### src/rtl/sub_pkg.sv
// Shared definitions for the serial subtractor: FSM encoding and size defaults.
// Latency: n/a (definitions only).
// Backpressure: n/a (definitions only).
package sub_pkg;

  localparam int WIDTH_DEF = 16;
  localparam int SLICE_DEF = 4;

  typedef enum logic [1:0] {
    IDLE = 2'd0,
    RUN  = 2'd1,
    DONE = 2'd2
  } state_e;

  // Index register width for n slices; never below 1 bit so a single-slice
  // build still has a legal vector.
  function automatic int idx_bits(input int n);
    return (n <= 2) ? 1 : $clog2(n);
  endfunction

endpackage

### src/rtl/serial_sub16_if.sv
// Operand/result bundle between a requester and the serial subtractor.
// Latency: n/a (wiring only).
// Backpressure: none; requester watches busy/done before issuing start.
// Ports: master drives start/A/B/Bin and sees busy/done/D/Bo/V; slave is the reverse.
interface serial_sub16_if import sub_pkg::*; #(
  parameter int WIDTH = WIDTH_DEF
);
  logic             start;
  logic [WIDTH-1:0] A;
  logic [WIDTH-1:0] B;
  logic             Bin;
  logic             busy;
  logic             done;
  logic [WIDTH-1:0] D;
  logic             Bo;
  logic             V;

  modport master (output start, A, B, Bin, input busy, done, D, Bo, V);
  modport slave  (input start, A, B, Bin, output busy, done, D, Bo, V);

endinterface

### src/rtl/cla_slice.sv
// SLICE-bit carry-look-ahead adder: Sum = X + Y + Ci, Cout = carry out of the top bit.
// Latency: combinational.
// Backpressure: none.
// Ports: X, Y (SLICE bits), Ci in; Sum (SLICE bits), Cout out.
module cla_slice import sub_pkg::*; #(
  parameter int SLICE = SLICE_DEF
) (
  input  logic [SLICE-1:0] X,
  input  logic [SLICE-1:0] Y,
  input  logic             Ci,
  output logic [SLICE-1:0] Sum,
  output logic             Cout
);

  logic [SLICE-1:0] g;
  logic [SLICE-1:0] p;
  logic [SLICE:0]   c;
  logic             acc;
  logic             pp;

  assign g = X & Y;
  assign p = X ^ Y;

  // Each carry is the flattened sum-of-products of generates and propagates,
  // so no carry depends on a lower computed carry (true look-ahead form).
  always_comb begin
    c   = '0;
    acc = 1'b0;
    pp  = 1'b0;
    c[0] = Ci;
    for (int i = 0; i < SLICE; i++) begin
      acc = g[i];
      pp  = p[i];
      for (int j = i - 1; j >= 0; j--) begin
        acc = acc | (pp & g[j]);
        pp  = pp & p[j];
      end
      acc    = acc | (pp & Ci);
      c[i+1] = acc;
    end
  end

  assign Sum  = p ^ c[SLICE-1:0];
  assign Cout = c[SLICE];

endmodule

### src/rtl/serial_sub16.sv
// Serial subtractor D = A - B - Bin, one SLICE-bit slice per cycle through a shared CLA.
// Latency: WIDTH/SLICE cycles from accepted start to done (4 at defaults).
// Backpressure: start is ignored while busy; accepted in IDLE or DONE (incl. the done cycle).
// Ports: clk, rst (async, active high); bus (slave modport) carries start/A/B/Bin in, busy/done/D/Bo/V out.
module serial_sub16 import sub_pkg::*; #(
  parameter int WIDTH = WIDTH_DEF,
  parameter int SLICE = SLICE_DEF
) (
  input  logic          clk,
  input  logic          rst,
  serial_sub16_if.slave bus
);

  localparam int                NSLICE = WIDTH / SLICE;
  localparam int                IDXW   = idx_bits(NSLICE);
  localparam logic [IDXW-1:0]   LAST   = IDXW'(NSLICE - 1);

  state_e            state_q;
  logic              busy_q;
  logic              done_q;
  logic [IDXW-1:0]   idx_q;
  logic              carry_q;
  logic [WIDTH-1:0]  a_q;
  logic [WIDTH-1:0]  b_q;
  logic [WIDTH-1:0]  d_q;
  logic              bo_q;
  logic              v_q;

  logic [SLICE-1:0]  a_sl_d;
  logic [SLICE-1:0]  nb_sl_d;
  logic [SLICE-1:0]  sum_d;
  logic              cout_d;

  // Subtraction as A + ~B + ~Bin: the carry chain holds the inverted borrow.
  assign a_sl_d  = a_q[idx_q*SLICE +: SLICE];
  assign nb_sl_d = ~b_q[idx_q*SLICE +: SLICE];

  cla_slice #(.SLICE(SLICE)) u_cla (
    .X    (a_sl_d),
    .Y    (nb_sl_d),
    .Ci   (carry_q),
    .Sum  (sum_d),
    .Cout (cout_d)
  );

  always_ff @(posedge clk or posedge rst) begin
    if (rst) begin
      state_q <= IDLE;
      busy_q  <= 1'b0;
      done_q  <= 1'b0;
      idx_q   <= '0;
      carry_q <= 1'b0;
      a_q     <= '0;
      b_q     <= '0;
      d_q     <= '0;
      bo_q    <= 1'b0;
      v_q     <= 1'b0;
    end else begin
      case (state_q)
        IDLE, DONE: begin
          done_q <= 1'b0;
          if (bus.start) begin
            a_q     <= bus.A;
            b_q     <= bus.B;
            carry_q <= ~bus.Bin;
            idx_q   <= '0;
            busy_q  <= 1'b1;
            state_q <= RUN;
          end
        end
        RUN: begin
          d_q[idx_q*SLICE +: SLICE] <= sum_d;
          carry_q <= cout_d;
          if (idx_q == LAST) begin
            state_q <= DONE;
            busy_q  <= 1'b0;
            done_q  <= 1'b1;
            bo_q    <= ~cout_d;
            // Overflow when operand signs differ and the result sign differs from A.
            v_q     <= (a_q[WIDTH-1] ^ b_q[WIDTH-1]) & (sum_d[SLICE-1] ^ a_q[WIDTH-1]);
          end else begin
            idx_q <= idx_q + 1'b1;
          end
        end
        default: begin
          state_q <= IDLE;
          busy_q  <= 1'b0;
          done_q  <= 1'b0;
        end
      endcase
    end
  end

  assign bus.busy = busy_q;
  assign bus.done = done_q;
  assign bus.D    = d_q;
  assign bus.Bo   = bo_q;
  assign bus.V    = v_q;

endmodule

### src/flat_wrapper.sv
// flat-port wrapper written by rule: the top's interface ports become plain ports
module serial_sub16_flat import sub_pkg::*;
#(
  parameter int WIDTH = WIDTH_DEF,
  parameter int SLICE = SLICE_DEF
)
  (clk, rst, bus_start, bus_A, bus_B, bus_Bin, bus_busy, bus_done, bus_D, bus_Bo, bus_V);
  serial_sub16_if #(.WIDTH(WIDTH)) bus_i ();
  input  logic clk;
  input  logic rst;
  input wire logic [$bits(bus_i.start)-1:0] bus_start;
  input wire logic [$bits(bus_i.A)-1:0] bus_A;
  input wire logic [$bits(bus_i.B)-1:0] bus_B;
  input wire logic [$bits(bus_i.Bin)-1:0] bus_Bin;
  output wire logic [$bits(bus_i.busy)-1:0] bus_busy;
  output wire logic [$bits(bus_i.done)-1:0] bus_done;
  output wire logic [$bits(bus_i.D)-1:0] bus_D;
  output wire logic [$bits(bus_i.Bo)-1:0] bus_Bo;
  output wire logic [$bits(bus_i.V)-1:0] bus_V;
  assign bus_i.start = bus_start;
  assign bus_i.A = bus_A;
  assign bus_i.B = bus_B;
  assign bus_i.Bin = bus_Bin;
  assign bus_busy = bus_i.busy;
  assign bus_done = bus_i.done;
  assign bus_D = bus_i.D;
  assign bus_Bo = bus_i.Bo;
  assign bus_V = bus_i.V;
  serial_sub16 #(.WIDTH(WIDTH), .SLICE(SLICE)) u_core (.clk(clk), .rst(rst), .bus(bus_i));
endmodule
### config.mk
export PLATFORM = sky130hd
export DESIGN_NAME = serial_sub16_flat
export DESIGN_NICKNAME = d
export VERILOG_FILES = /design/src/rtl/sub_pkg.sv /design/src/rtl/serial_sub16_if.sv /design/src/rtl/cla_slice.sv /design/src/rtl/serial_sub16.sv /design/src/flat_wrapper.sv
export SDC_FILE = /design/constraint.sdc
export NUM_CORES = 1
export LEC_CHECK = 0
export ABC_AREA = 1
export BUFFER_PORTS_ARGS = -buffer_cell sky130_fd_sc_hd__clkbuf_2
export CAP_MARGIN = 30
export CORE_ASPECT_RATIO = 0.8
export CORE_UTILIZATION = 45
export CTS_CLUSTER_DIAMETER = 50
export DETAILED_ROUTE_END_ITERATION = 10
export PLACE_DENSITY = 0.76
export SLEW_MARGIN = 10
export SYNTH_ARGS = -nofsm -noshare
export SYNTH_HDL_FRONTEND = slang
export SYNTH_HIERARCHICAL = 1
export SYNTH_SLANG_ARGS = --single-unit
### constraint.sdc
create_clock -name clk -period 2.6 [get_ports clk]
set_input_delay 0.13 -clock clk [delete_from_list [all_inputs] [get_ports clk]]
set_output_delay 0.13 -clock clk [all_outputs]
set_load 0.005 [all_outputs]
==> metrics.yaml <==
status: "finished, final reports clean"
die_y_um: 72.8
synth_top_flop_cell: "dfrtp_1"
layout-drive-gt1-share_pct: 18.7
final_area_um2: 3760
die-area_um2: 6580
whs_ps: 21.2
final_core_util_pct: 63.0
clock_skew_ps: 11.8
root_buffer: "clkbuf_8"
r2r_cells: 12
cp_max_fo: 11
synth.area.mux_share_pct: 0
yosys-top-cells-area: "dfrtp_1 51%, nand2_1 23%, ha_1 4.0%"
setup_ws_ps: 267
rows: 25
ff2ff_setup_slack_ps: 270
holdPathEnd: "u_core/a_q[9]$_DFFE_PP0P_"
required_ps: 2890
hpwl_um: 4640
yosys.area_share.xor_xnor_pct: 0.311
peakVddDrop_mv: 0.636
synth_simple_gate_area_share_pct: 32.6
hp-class: "in2reg"
period_minus_slack_ps: 2330
grt_antenna_before_repair: 0
switching_share_pct: 42.8
wl_per_cell_um: 12.2
p_int_mw: 3.02
min-delay-start: "bus_A[9]"
multi_input_area_um2: 1200
path_clk_slew_ps: 70
synth_area_um2: 2820
worst_pin_slew_ps: 460
post-place-ws_ps: 113
core_um2: 5970
synth-seq-cells: 57
route.final.wire_length_um: 6580
drc: 0
clock_latency_ps: 350
grt_pass1_vias: 2462
setup_viol: 0
finalSetupTns_ps: 0
die_x_um: 90.5
layout_common_cells: "176 x nand2_1, 57 x dfrtp_1, 55 x clkbuf_2, 30 x dlygate4sd3_1, 27 x inv_1"
final_min_period_over_clock_period_pct: 89.7
start_kind: "register"
grtUsageTotal_pct: 22.0
pwr-share-seq_pct: 29.6
netlist-cell-type-count: 24
place_area_um2: 3180
area_growth_pct: 33.6
synth_compound_area_share_pct: 5.15
power_density_nw_per_um2: 1400
finalHoldViolCount: 0
fin_nets: 501
p_clk_share_pct: 21.5
gp_congestion: 0.864
ios: 56
grt_pass1_wl_um: 11100
synthesis.nets: 411
grt_overflow: 0
rsz0062_at_grt: "no"
routed_via_density: 4.88
numCtsBuffers: 9
p_leak_nw: 2.07
drv_cap: 0
postRouteAntennaNets: 0
rr_startpoint: "u_core/idx_q[0]$_DFFE_PP0P_"
seq_area_frac_synth_pct: 50.6
vias: 2642
worstPathArrival_ps: 2620
synth_top_area_share_pct: 50.6
cts_tree: "done"
diodes: 0
cts_buffer_depth: 2
ys_async_sr_fraction_pct: 100
cts.htree.levels: 3
synth_edf_count: 0
synth_cells: 365
r2r-end: "u_core/bus.D[15]$_DFFE_PP0P_"
fill_cells: 534
switchingPower_mw: 2.26
fmax_mhz: 429
criticalPathCategory: "reg2reg"
synthAdderAreaFrac_pct: 4.71
grt_max_degree: 31
maxSlewHeadroom_pct: 69.3
maxSlewViolCount: 0
synth.largest_area_cell: "dfrtp_1"
synth_top_family_by_area: "simple AND/OR/NAND/NOR gates"
layout_commonest_cell: "nand2_1"
avgSynthCellArea_um2: 7.72
cts_num_sinks: 57
dr.pass1.iters: 5
cp-end-kind: "register"
seqCellArea_um2: 1430
drt_iter0_drc: 174
p_comb_share_pct: 48.9
hold_path_depth: 3
start_util_pct: 47.2
ys_warn_count: 6
place.port_buffers: 55
cell usage after synthesis, types with 2 or more instances:
library cell,instances
buf_2,8
buf_4,2
clkbuf_1,3
dfrtp_1,57
ha_1,9
inv_1,29
nand2_1,176
nand3_1,20
nand4_1,8
nor2_1,14
nor2_2,2
nor3_1,4
o211ai_1,7
o21ai_0,16
metal layers:
metal	up-vias	GRT usage, %	routed length [µm]
met5	-	0	0
met4	0	8.06	107
met3	11	7.19	476
met2	121	33.8	2810
met1	1190	29.3	3190
li1	1320	-	-
worst max-delay path by stage:
stage / from / to / slack (ps) / cells after the start
4_1_cts: u_core/idx_q[0]$_DFFE_PP0P_ / u_core/bus.D[5]$_DFFE_PP0P_ / 100 / 12
6_report: u_core/idx_q[0]$_DFFE_PP0P_ / u_core/bus.D[15]$_DFFE_PP0P_ / 270 / 12
3_5_place_dp: u_core/idx_q[0]$_DFFE_PP0P_ / u_core/bus.D[5]$_DFFE_PP0P_ / 110 / 12
5_1_grt: u_core/idx_q[0]$_DFFE_PP0P_ / u_core/bus.D[15]$_DFFE_PP0P_ / 50 / 14
2_1_floorplan: u_core/idx_q[0]$_DFFE_PP0P_ / u_core/bus.D[15]$_DFFE_PP0P_ / 420 / 15
3_3_place_gp: u_core/idx_q[0]$_DFFE_PP0P_ / u_core/bus.D[5]$_DFFE_PP0P_ / 160 / 12
logic make-up after synthesis:
group	after synthesis
AO/OA/AOI/OAI	25
XOR/XNOR	1
adder cells (fa/ha/maj)	10
buffers and inverters	45
flip-flops	57
AND/OR/NAND/NOR	227
state kept, by name, summed over array words and instances (netlist names):
name / count
u_core/bus.Bo: 1
u_core/idx_q: 2
u_core/bus.D: 16
u_core/carry_q: 1
u_core/a_q: 16
u_core/bus.busy: 1
u_core/bus.done: 1
u_core/bus.V: 1
u_core/b_q: 16
u_core/state_q: 2
critical path: stages, from the launching register on:
cell	delay, ps
dfrtp_1	450
clkinvlp_4	230
o211ai_1	210
nand2_1	80
ha_1	360
or2_0	220
nand2_1	90
nand3_1	70
nand2_1	120
inv_1	80
nor3_1	210
nand2_1	100
nand2_1	70
through the flow:
step | power, mW | std cells
floorplan | 3.37 | 365
global placement | 3.95 | 494
detailed placement | 4.05 | 494
CTS | 5.24 | 540
global route | 5.72 | 541
finish | 5.27 | 541
repair_timing:
action	in CTS	in global routing
hold buffers	30	0
buffers inserted	0	0
hold endpoints to repair	86	0
gates resized for setup	0	2
endpoints found under the setup margin	0	7
power by group through the flow:
stage	logic, mW	registers, mW	clock network (mW)
after CTS	2.53	1.55	1.15
after global placement	2.40	1.55	0
after floorplan	1.87	1.50	0
final	2.58	1.56	1.13
after global routing	2.92	1.61	1.18
after detailed placement	2.49	1.56	0
area by class of cell:
type | count | area share (%)
clock buffer | 11 | 4.02
clock inverter | 5 | 3.32
tap | 81 | 2.69
sequential | 57 | 37.9
multi-input combinational | 263 | 32.0
timing repair inverter | 1 | 0.199
timing repair buffer | 92 | 16.7
inverter | 31 | 3.19
Note: power is estimated with default switching activity, not from simulation.
